### src/rtl/tick_gen_pkg.sv
`default_nettype none
// ============================================================================
//  Module      : tick_gen_pkg
//  Description : Shared constants and per-channel operation encoding for the
//                tick_gen programmable tick / clock divider.
//  Revision    : 1.0 - initial release
// ============================================================================
package tick_gen_pkg;

    localparam int c_W_DEFAULT = 20;
    localparam int c_N_CH_MAX  = 8;
    localparam int c_DIV_ZERO  = 0;

    // What a channel does on the coming clock edge, resolved in priority order.
    typedef enum logic [2:0] {
        OP_IDLE   = 3'd0,
        OP_APPLY  = 3'd1,
        OP_FREEZE = 3'd2,
        OP_COUNT  = 3'd3,
        OP_WRAP   = 3'd4,
        OP_SYNC   = 3'd5
    } ch_op_e;

endpackage
`default_nettype wire

### src/rtl/tick_gen_ch.sv
`default_nettype none
// ============================================================================
//  Module      : tick_gen_ch
//  Description : One divider channel: active/pending divisor, down-counter,
//                registered tick pulse and 50% square wave.
//                Optional phase-align input under TICK_GEN_SYNC_EN.
//  Revision    : 1.0 - initial release
// ============================================================================
module tick_gen_ch
    import tick_gen_pkg::*;
#(
    parameter int W = c_W_DEFAULT
) (
    input  logic         clk,
    input  logic         rst,
    input  logic         i_en,
`ifdef TICK_GEN_SYNC_EN
    input  logic         i_sync,
`endif
    input  logic         i_load,
    input  logic [W-1:0] i_div,
    output logic         o_tick,
    output logic         o_clk_out
);

    localparam logic [W-1:0] c_ZERO = W'(c_DIV_ZERO);
    localparam logic [W-1:0] c_ONE  = W'(1);

    logic [W-1:0] r_act;
    logic [W-1:0] r_cnt;
    logic [W-1:0] r_pend;
    logic         r_pend_vld;
    logic         r_tick;
    logic         r_clk_out;

    logic [W-1:0] w_next_div;
    logic [W-1:0] w_reload;
    ch_op_e       w_op;

    // A zero divisor reloads the counter with zero rather than wrapping to all ones.
    assign w_next_div = r_pend_vld ? r_pend : r_act;
    assign w_reload   = (w_next_div == c_ZERO) ? c_ZERO : (w_next_div - c_ONE);

    always_comb begin
        w_op = OP_IDLE;
        if (r_act == c_ZERO) begin
            if (r_pend_vld) begin
                w_op = OP_APPLY;
            end
        end
`ifdef TICK_GEN_SYNC_EN
        else if (i_sync) begin
            w_op = OP_SYNC;
        end
`endif
        else if (!i_en) begin
            w_op = OP_FREEZE;
        end else if (r_cnt != c_ZERO) begin
            w_op = OP_COUNT;
        end else begin
            w_op = OP_WRAP;
        end
    end

    always_ff @(posedge clk or posedge rst) begin
        if (rst) begin
            r_act      <= c_ZERO;
            r_cnt      <= c_ZERO;
            r_pend     <= c_ZERO;
            r_pend_vld <= 1'b0;
            r_tick     <= 1'b0;
            r_clk_out  <= 1'b0;
        end else begin
            r_tick <= 1'b0;
            case (w_op)
                OP_APPLY: begin
                    r_act      <= r_pend;
                    r_cnt      <= w_reload;
                    r_pend_vld <= 1'b0;
                end
                OP_COUNT: begin
                    r_cnt <= r_cnt - c_ONE;
                end
                OP_WRAP: begin
                    r_tick     <= 1'b1;
                    r_clk_out  <= ~r_clk_out;
                    r_act      <= w_next_div;
                    r_cnt      <= w_reload;
                    r_pend_vld <= 1'b0;
                end
`ifdef TICK_GEN_SYNC_EN
                OP_SYNC: begin
                    r_cnt     <= r_act - c_ONE;
                    r_clk_out <= 1'b0;
                end
`endif
                default: begin
                end
            endcase
            // A load arriving with a wrap/apply is kept pending for the next one.
            if (i_load) begin
                r_pend     <= i_div;
                r_pend_vld <= 1'b1;
            end
        end
    end

    assign o_tick    = r_tick;
    assign o_clk_out = r_clk_out;

endmodule
`default_nettype wire

### src/rtl/tick_gen.sv
`default_nettype none
// ============================================================================
//  Module      : tick_gen
//  Description : N_CH independent programmable tick generators / clock
//                dividers. Define TICK_GEN_SYNC_EN to add the sync input.
//  Revision    : 1.0 - initial release
// ============================================================================
module tick_gen
    import tick_gen_pkg::*;
#(
    parameter int N_CH = 2,
    parameter int W    = c_W_DEFAULT
) (
    input  logic              mclk,
    input  logic              rst,
    input  logic              en,
`ifdef TICK_GEN_SYNC_EN
    input  logic              sync,
`endif
    input  logic [N_CH*W-1:0] div,
    input  logic [N_CH-1:0]   load,
    output logic [N_CH-1:0]   tick,
    output logic [N_CH-1:0]   clk_out
);

    for (genvar k = 0; k < N_CH; k++) begin : g_ch
        if (k < c_N_CH_MAX) begin : g_inst
            tick_gen_ch #(
                .W (W)
            ) u_ch (
                .clk       (mclk),
                .rst       (rst),
                .i_en      (en),
`ifdef TICK_GEN_SYNC_EN
                .i_sync    (sync),
`endif
                .i_load    (load[k]),
                .i_div     (div[k*W +: W]),
                .o_tick    (tick[k]),
                .o_clk_out (clk_out[k])
            );
        end else begin : g_tie
            // Channels beyond the supported count stay permanently idle.
            assign tick[k]    = 1'b0;
            assign clk_out[k] = 1'b0;
        end
    end

endmodule
`default_nettype wire

### config.mk
export PLATFORM = sky130hd
export DESIGN_NAME = tick_gen
export DESIGN_NICKNAME = d
export VERILOG_FILES = /design/src/rtl/tick_gen_pkg.sv /design/src/rtl/tick_gen_ch.sv /design/src/rtl/tick_gen.sv
export SDC_FILE = /design/constraint.sdc
export NUM_CORES = 1
export LEC_CHECK = 0
export CORE_MARGIN = 1.5
export CORE_UTILIZATION = 62
export CTS_BUF_LIST = sky130_fd_sc_hd__clkbuf_2
export DETAILED_ROUTE_END_ITERATION = 8
export PLACE_DENSITY_LB_ADDON = 0.3
export SLEW_MARGIN = 20
export SYNTH_ARGS = -nofsm -noshare
export SYNTH_HDL_FRONTEND = slang
export SYNTH_SLANG_ARGS = --single-unit
export TNS_END_PERCENT = 5
### constraint.sdc
create_clock -name mclk -period 6.1 [get_ports mclk]
set_clock_uncertainty 0.2 [all_clocks]
set_input_delay 1.22 -clock mclk [delete_from_list [all_inputs] [get_ports mclk]]
set_output_delay 1.22 -clock mclk [all_outputs]
set_load 0.01 [all_outputs]
=== Yosys cells after proc, flatten, opt, wreduce, memory -nomap -nowiden ===
Index checks and enable logic that the tools add are counted.

* Bits in registers: 126
* Word-level logic and storage cells: 60
* Output and inout port bits: 4

* Multiplexer cells: 22
* Add/sub/neg operators: 4
* Equal/unequal tests: 6
* Bitwise operators: 2
* Reductions and logical operators: 14

{| class="wikitable"
|+ Operators by type and width
! operator !! count
|-
| 20-bit one-hot mux with 2 select lines || 4
|-
| 20-bit zero test || 4
|-
| 20-bit 2-to-1 mux || 4
|-
| 20-bit by 1-bit subtractor with 20-bit output (second input constant) || 4
|-
| 20-bit nonzero test || 2
|-
| 3-bit 2-to-1 mux || 6
|-
| 2-bit nonzero test || 6
|-
| 1-bit 2-to-1 mux || 8
|-
| 3-bit by 1-bit == test with 1-bit output (second input constant) || 2
|-
| 3-bit by 2-bit == test with 1-bit output (second input constant) || 2
|-
| 3-bit == test (second input constant) || 2
|-
| 2-bit OR reduction || 2
|-
| 1-bit NOT || 2
|}

=== Depth between registers and ports, before layout ===
Gate-level depths: netlist of run 1.

* Depth in word-level cells: 8
* Depth in mapped cells: 12

=== Cells and area by module ===
Synthesis of run 1 repeated with hierarchy kept, for this count alone.

* Cell total of the unflattened synthesis: 708
* Area, all modules: 7392.1 um2

{| class="wikitable"
|+ By module, submodules not included
! module !! sequential area each (um2) !! cells an instance !! times used !! area each (um2)
|-
| tick_gen_ch || 1576.5 || 354 || 2 || 3696.0
|}

=== Worst setup path before layout of run 1 ===
OpenSTA, ideal clock, no wires.

* Kind: register -> register
* Start: reg g_ch[1].g_inst.u_ch.r_pend_vld
* End: reg g_ch[1].g_inst.u_ch.r_cnt[18]
* Required time: 5.763 ns
* Cell stages (with the launch flop): 12
* Library setup time: 0.137 ns
* Arrival: 3.378 ns
* Slack: 2.385 ns
* Cells stage by stage: dfrtp_1 > buf_1 > buf_1 > buf_1 > clkbuf_1 > mux2i_1 > ha_1 > o21ai_1 > or3_1 > nor3_1 > xnor2_1 > o22ai_1

* Cells in the longest elaborated chain, start to end: 5
* Elaborated cells on any way between the ends: 12

{| class="wikitable"
|+ RTL lines
! item !! RTL line !! text
|-
| from (decl) || tick_gen_ch.sv:32 || <nowiki>logic r_pend_vld;</nowiki>
|-
| from (signal assigned) || tick_gen_ch.sv:70 || <nowiki>r_pend_vld <= 1'b0;</nowiki>
|-
| from (signal assigned) || tick_gen_ch.sv:79 || <nowiki>r_pend_vld <= 1'b0;</nowiki>
|-
| from (signal assigned) || tick_gen_ch.sv:89 || <nowiki>r_pend_vld <= 1'b0;</nowiki>
|-
| parallel branches: the longest is 5 deep, another holds 20-bit by 1-bit subtractor with 20-bit output || n/a ||
|-
| to (signal assigned) || tick_gen_ch.sv:78 || <nowiki>r_cnt <= w_reload;</nowiki>
|-
| to (signal assigned) || tick_gen_ch.sv:82 || <nowiki>r_cnt <= r_cnt - c_ONE;</nowiki>
|-
| to (signal assigned) || tick_gen_ch.sv:88 || <nowiki>r_cnt <= w_reload;</nowiki>
|-
| to (decl) || tick_gen_ch.sv:30 || <nowiki>logic [W-1:0] r_cnt;</nowiki>
|}

Several ways; the timed one is not identified.
A chain may end at the register's enable or synchronous reset.

=== Worst setup path in the final report of run 1 ===
* Start: reg g_ch[0].g_inst.u_ch.r_pend_vld
* End: reg g_ch[0].g_inst.u_ch.r_cnt[14]

* Cells in the longest elaborated chain, start to end: 5
* Elaborated cells on any way between the ends: 12

{| class="wikitable"
|+ RTL lines
! item !! RTL line
|-
| from (decl) || tick_gen_ch.sv:32
|-
| from (signal assigned) || tick_gen_ch.sv:70
|-
| from (signal assigned) || tick_gen_ch.sv:79
|-
| from (signal assigned) || tick_gen_ch.sv:89
|-
| parallel branches: the longest is 5 deep, another holds 20-bit by 1-bit subtractor with 20-bit output || n/a
|-
| to (signal assigned) || tick_gen_ch.sv:78
|-
| to (signal assigned) || tick_gen_ch.sv:82
|-
| to (signal assigned) || tick_gen_ch.sv:88
|-
| to (decl) || tick_gen_ch.sv:30
|}

Several ways; the timed one is not identified.

==> results.md, run 1 <==
* Status: complete, but fails checks
* Failing checks: design-rule violations
* Gate Count Post-Synth at 750
* Worst path arrival time at 4.23 ns
* Layout cell share with drive strength beyond 1 at 14.61%
* Fin crit period at 3.825 ns
* Die area at 0.01256 mm²
* Detailed Place HPWL at 12.94 mm
* DRT iter0 DRCs at 689
* Drt wl/cell at 19.26 µm
* Clock latency on the worst-skew pair at 0.73 ns
* Setup CP Type: flip-flop to flip-flop
* Critical Path Sink Type: flip-flop
* Post-CTS Resized at 0
* Routability cong. at 0.9544
* Layout Nets at 832
* CP delay by family, top: simple AND/OR/NAND/NOR gates
* Setup Buffers After CTS at 0
* Die X at 112.1 µm
* ANT cells at 0
* Synthesized Nets at 801
* DR vias/cell at 6.691
* Net Sw Power at 0.9779 mW
* Clock root buffer: clkbuf_2
* Pleak at 3.495 nW
* Number of synthesized flops with an enable pin at 0
* Max-capacitance violation count at 0
* Synthesized area at 0.007377 mm²
* Fin crit share at 62.70%
* Final setup margin at 2.275 ns
* Final setup fails at 0
* Num ports at 49
* Least-Margin Pin Slew at 1.112 ns
* GRT Overall Usage at 29.67%
* Core box area at 0.01152 mm²
* Peak VDD IR at 0.2252 mV
* Filler cell count in the final layout at 858
* F_max at 0.2615 GHz
* CP Buf/Inv Count at 1
* Placed Cells at 905
* Clock share of power at 18.9%
* #FFs+latches synth at 126
* Final Max Slew Viols at 0
* Post-layout util at 70.88%
* Crit-path slowest cell: dfrtp_1
* Hold-fix buffers, CTS at 0
* ANT nets after route at 0
* CTS tree: yes
* Starting Density at 64.06%
* Worst hold path class: flip-flop to flip-flop
* Proportion of power drawn by combinational gates at 29.6%
* Critical path startpoint category: flip-flop
* Pre-CTS setup slack at 2.375 ns
* Port bufs at 48
* Max Root-Sink Buffers at 2
* Syn Area/Cell at 9.836 µm²
* Fraction of registers with async set/reset at 100.0%
* Clock-pin slew on the worst setup and hold paths at 0.19 ns
* Max H-tree Level at 4
* Post-Layout Cell Count at 937
* Total CTS buffers at 17
* Unrepaired setup endpoints after global routing: no
* Pre-antenna DRT Iters at 8
* Total negative slack at 0 ns
* Total number of vias at 6,269
* WP data required at 6.50 ns
* DRC at 6
* Slew Limit Headroom at 25.84%
* Largest net degree at the start of global routing at 86
* CTS Sinks at 126
* Synth unique cells at 65
* Top FF cell, synth: dfrtp_1
* Slowest stage delay, CP at 0.93 ns
* First-pass GRT wire length at 29.52 mm
* CP Cell Sequence: buf_4 > or4b_2 > a22oi_1 > nand3_1 > or4_1 > nand2_4 > o221ai_1
* Drt total wl at 18.05 mm
* Area grow syn2layout at 10.65%
* Antenna violations before repair at 0
* Hold Slack at 0.2912 ns
* Sw Ratio at 38.81%
* Cell-internal power at 1.542 mW
* Grt ovf at 0
* Post-synthesis sequential area ratio at 42.74%
* Part of the power in registers at 51.5%
* Row count at 39
* Pwr per Cell Area at 308.7 mW/mm²
* Max Fanout on Critical Path at 25
* Number of global-route vias before repair at 5,700
* Final Hold Viols at 0
* Ys Warns at 0
* Die span in y at 112.1 µm
## power groups by stage
stage	Sequential (mW)	Combinational [mW]	Clock (mW)
after detailed placement	1.30	0.728	0
after global routing	1.33	0.819	0.524
after CTS	1.29	0.730	0.485
after global placement	1.28	0.692	0
after floorplan	1.22	0.588	0
final	1.30	0.745	0.477
## cell families (layout without fill, tap and decap cells)
logic type | Yosys count | count (layout) | synth area share, %
multiplexers | 105 | 105 | 15.28
buffers and inverters | 57 | 101 | 3.392
flip-flops | 126 | 126 | 42.74
XOR/XNOR | 41 | 41 | 4.868
adder cells (fa/ha/maj) | 6 | 6 | 1.018
AND/OR/NAND/NOR | 248 | 248 | 18.40
AO/OA/AOI/OAI | 167 | 167 | 14.30
## placed cells by master (no fill, tap or decap), types with 10 or more instances in the layout
| cell type | instances |
|---|---|
| mux2_2 | 60 |
| mux2i_1 | 44 |
| xnor2_1 | 14 |
| a211oi_1 | 10 |
| inv_1 | 10 |
| o22ai_1 | 21 |
| nor3_1 | 52 |
| dfrtp_1 | 126 |
| nand2_1 | 17 |
| o21ai_0 | 37 |
| clkbuf_2 | 18 |
| nor4_1 | 26 |
| nor2_1 | 67 |
| or4_1 | 13 |
| or3_1 | 15 |
| clkdlybuf4s50_1 | 48 |
| a21oi_1 | 44 |
| nand3_1 | 10 |
| xor2_1 | 27 |
## worst reg2reg max path, stage by stage (launching register included)
cell and delay (ns):
dfrtp_1 0.93, buf_4 0.42, or4b_2 0.65, a22oi_1 0.24, nand3_1 0.22, or4_1 0.66, nand2_4 0.24, o221ai_1 0.14
## registers in the layout (all words and copies together) (netlist names)
register and flops:
g_ch.g_inst.u_ch.o_tick 2, g_ch.g_inst.u_ch.o_clk_out 2, g_ch.g_inst.u_ch.r_pend 40, g_ch.g_inst.u_ch.r_pend_vld 2, g_ch.g_inst.u_ch.r_act 40, g_ch.g_inst.u_ch.r_cnt 40
## worst paths after layout
kind / cells past startpoint / startpoint / slack (ns) / endpoint
worst min register to register: 1 / g_ch[0].g_inst.u_ch.o_clk_out$_DFFE_PP0N_ / 0.29 / g_ch[0].g_inst.u_ch.o_clk_out$_DFFE_PP0N_
worst min-delay path: 1 / g_ch[0].g_inst.u_ch.o_clk_out$_DFFE_PP0N_ / 0.29 / g_ch[0].g_inst.u_ch.o_clk_out$_DFFE_PP0N_
max in group asynchronous: 3 / rst / 4.35 / g_ch[0].g_inst.u_ch.r_cnt[11]$_DFFE_PP0P_
worst max register to register: 7 / g_ch[0].g_inst.u_ch.r_pend_vld$_DFFE_PP0P_ / 2.28 / g_ch[0].g_inst.u_ch.r_cnt[14]$_DFFE_PP0P_
worst max-delay path: 7 / g_ch[0].g_inst.u_ch.r_pend_vld$_DFFE_PP0P_ / 2.28 / g_ch[0].g_inst.u_ch.r_cnt[14]$_DFFE_PP0P_
min in group asynchronous: 3 / rst / 0.76 / g_ch[1].g_inst.u_ch.r_act[10]$_DFFE_PP0P_
## synth_stat cells, types with 4 or more instances
library cell  number  area share, %
mux2_2            60            9.2
a211oi_1          10            1.0
o21ai_1            5           0.34
nor4b_1            9            1.1
buf_4              4           0.41
o21a_1             4           0.41
inv_1             11           0.56
buf_1              5           0.25
nand2b_1           4           0.34
xnor2_1           14            1.7
nor4_1            26            2.2
a21oi_1           44            3.0
buf_2              5           0.34
nor3_1            53            3.6
nor3b_1            9           0.92
or4_1             13            1.3
nor2_1            67            3.4
a32oi_1            6           0.71
o22ai_1           21            1.8
o211ai_1           9           0.92
xor2_1            27            3.2
ha_1               6            1.0
a31oi_1            6           0.51
o21ai_0           37            2.5
a22oi_1            4           0.41
clkbuf_1          30            1.5
or3_1             15            1.3
nand2_1           17           0.86
nand3_1           10           0.68
dfrtp_1          126             43
mux2i_1           44            6.0
## per-stage QoR
step	total power, mW	instance area [µm²]
2_1_floorplan	1.809	7377
3_3_place_gp	1.973	7924
3_5_place_dp	2.032	7935
4_1_cts	2.501	8147
5_1_grt	2.673	8163
6_report	2.520	8163
## cell type report
class / count / area (µm²) / area share, %
Inverter: 11 / 43.79 / 0.5365
Multi-Input combinational cell: 567 / 4016 / 49.20
Tap cell: 143 / 178.9 / 2.192
Clock buffer: 18 / 90.09 / 1.104
Timing Repair Buffer: 58 / 559.3 / 6.852
Sequential cell: 126 / 3153 / 38.63
Clock inverter: 14 / 121.4 / 1.487
## routing by layer
metal / GRT usage (%) / wire [µm] / vias up
li1: - / - / 2900
met1: 45.08 / 8601 / 3068
met3: 7.073 / 1313 / 35
met2: 42.74 / 7906 / 266
met4: 8.186 / 224 / 0
met5: 0 / 0 / -
Power figures use the tool's default switching activity.
==> run 2, diff against run 1 <==
Settings changed: CORE_UTILIZATION 62 to 56.
Clock period 6.1 ns to 3.5 ns, I/O delays scaled along.
==> run 2 against run 1 <==
  * Count of clock-buffer cells in the layout decreased by 1
  * The run now ends clean
  * Largest power group unchanged
  * Combinational power up 76%
  * Highest routed layer unchanged
  * Worst setup slack lost 2.1 ns
  * Maximum frequency grew 16%
  * First-iteration DRC count up 4.1%
==> results.md, run 2 (synthesis results as in run 1) <==
* Status: finished, final reports clean
* Area grow syn2layout at 13.67%
* CTS tree: yes
* Slowest stage delay, CP at 0.64 ns
* Grt ovf at 0
* Setup CP Type: flip-flop to flip-flop
* Die X at 117.8 µm
* Hold-fix buffers, CTS at 0
* Core box area at 0.01272 mm²
* Pre-antenna DRT Iters at 5
* Total CTS buffers at 17
* DP Area at 0.008128 mm²
* Crit-path slowest cell: or4_1
* Die span in y at 117.8 µm
* WP data required at 3.97 ns
* Critical path startpoint category: flip-flop
* Max H-tree Level at 4
* Critical Path Source: g_ch[0].g_inst.u_ch.r_cnt[4]$_DFFE_PP0P_
* Setup Buffers After CTS at 0
* Filler cell count in the final layout at 1,048
* Hold Slack at 0.2401 ns
* Worst path arrival time at 3.78 ns
* Post-Layout Cell Count at 985
* Critical R2R Launch: g_ch[0].g_inst.u_ch.r_cnt[4]$_DFFE_PP0P_
* ANT cells at 0
* Port bufs at 48
* Final Hold Viols at 0
* Total number of vias at 6,288
* Slew Limit Headroom at 36.13%
* DRC at 0
* CP Buf/Inv Count at 0
* Largest net degree at the start of global routing at 127
* Peak VDD IR at 0.3950 mV
* Fin crit period at 3.308 ns
* CP Cell Sequence: or4_1 > or4_4 > or3_4 > o31ai_4 > nand2_4 > o32ai_1
* Clock root buffer: clkbuf_2
* Drt wl/cell at 18.79 µm
* First-pass GRT wire length at 30.87 mm
* Layout cell share with drive strength beyond 1 at 16.85%
* Number of global-route vias before repair at 6,132
* Pleak at 3.617 nW
* Max Root-Sink Buffers at 2
* Least-Margin Pin Slew at 0.9545 ns
* Final Max Slew Viols at 0
* Fin crit share at 94.51%
* CP delay by family, top: simple AND/OR/NAND/NOR gates
* Pwr per Cell Area at 543.6 mW/mm²
* DRT iter0 DRCs at 717
* GRT Overall Usage at 27.75%
* Final setup margin at 0.1921 ns
* Antenna violations before repair at 0
* Clock-pin slew on the worst setup and hold paths at 0.24 ns
* Post-route cell area at 0.008386 mm²
* Top flop regs: g_ch.g_inst.u_ch.r_act (40), g_ch.g_inst.u_ch.r_cnt (40), g_ch.g_inst.u_ch.r_pend (40)
* Max-capacitance violation count at 0
* Drt total wl at 18.51 mm
* Final setup fails at 0
* Detailed Place HPWL at 13.19 mm
* Routability cong. at 0.9276
* Multi-input gate area at 0.004004 mm²
* Most common cell after layout, fill and taps aside: dfrtp_1
* Pre-CTS setup slack at 0.2471 ns
* ANT nets after route at 0
* Unrepaired setup endpoints after global routing: no
* Die area at 0.01387 mm²
* Layout Nets at 851
* Most frequent cells in the layout: 126 x dfrtp_1, 67 x nor2_1, 60 x mux2_2
* F_max at 0.3023 GHz
* Num ports at 49
* Critical Path Sink Type: flip-flop
* Max Fanout on Critical Path at 18
* Post-layout util at 65.91%
* DR vias/cell at 6.384
* Worst hold path class: input pin to asynchronous set/reset pin
* Clock latency on the worst-skew pair at 0.76 ns
* CTS Sinks at 126
* Placed Cells at 953
* Starting Density at 57.99%
* Row count at 41
* Sequential Area at 0.003153 mm²
* Post-CTS Resized at 0
==> run 2: changes by cell type in the layout (fill, tap and decap cells not counted), moves of 2 or more <==
cell        change
buf_4          +19
inv_6           +5
clkinv_1        -3
clkinvlp_4      -3
inv_8           +2
==> run 2: area by class of cell <==
cell class                      count  share of cell area, %
Inverter                           11                 0.5372
Clock buffer                       17                  1.015
Timing Repair Buffer               77                  8.475
Tap cell                          172                  2.566
Clock inverter                     15                  2.059
Multi-Input combinational cell    567                  47.75
Sequential cell                   126                  37.60
==> run 2: path summary, 6_finish.rpt <==
check                      cells after the start  slack, ns                                   endpoint
min                                            3       0.24   g_ch[1].g_inst.u_ch.r_act[5]$_DFFE_PP0P_
max                                            6       0.19   g_ch[0].g_inst.u_ch.r_cnt[9]$_DFFE_PP0P_
min in group mclk                              1       0.28  g_ch[0].g_inst.u_ch.o_clk_out$_DFFE_PP0N_
max reg2reg                                    6       0.19   g_ch[0].g_inst.u_ch.r_cnt[9]$_DFFE_PP0P_
min reg2reg                                    1       0.28  g_ch[0].g_inst.u_ch.o_clk_out$_DFFE_PP0N_
max in group asynchronous                      3       2.33  g_ch[0].g_inst.u_ch.r_cnt[14]$_DFFE_PP0P_
==> run 2: per-stage QoR <==
step	setup TNS, ns	total power [mW]
2_1_floorplan	-0.6823	3.153
3_3_place_gp	0	3.474
3_5_place_dp	0	3.563
4_1_cts	0	4.544
5_1_grt	0	4.831
6_report	0	4.559
==> run 2: where the power goes <==
| part | switching, mW | total [mW] | internal [mW] |
|---|---|---|---|
| Combinational | 0.676 | 1.31 | 0.636 |
| Clock | 0.640 | 0.992 | 0.353 |
| Sequential | 0.434 | 2.25 | 1.82 |
| Total | 1.75 | 4.56 | 2.81 |
==> run 2: tightest hold or removal path: stages <==
cell,delay (ns)
clkdlybuf4s50_1,0.44
clkinvlp_4,0.10
buf_12,0.49
==> run 2: routing by layer <==
metal | share of wire, % | global-route usage (%) | up-vias
li1 | - | - | 2940
met1 | 47 | 40.74 | 3056
met2 | 44 | 41.01 | 261
met3 | 7.5 | 6.395 | 31
met4 | 1.3 | 8.308 | 0
met5 | 0 | 0 | -
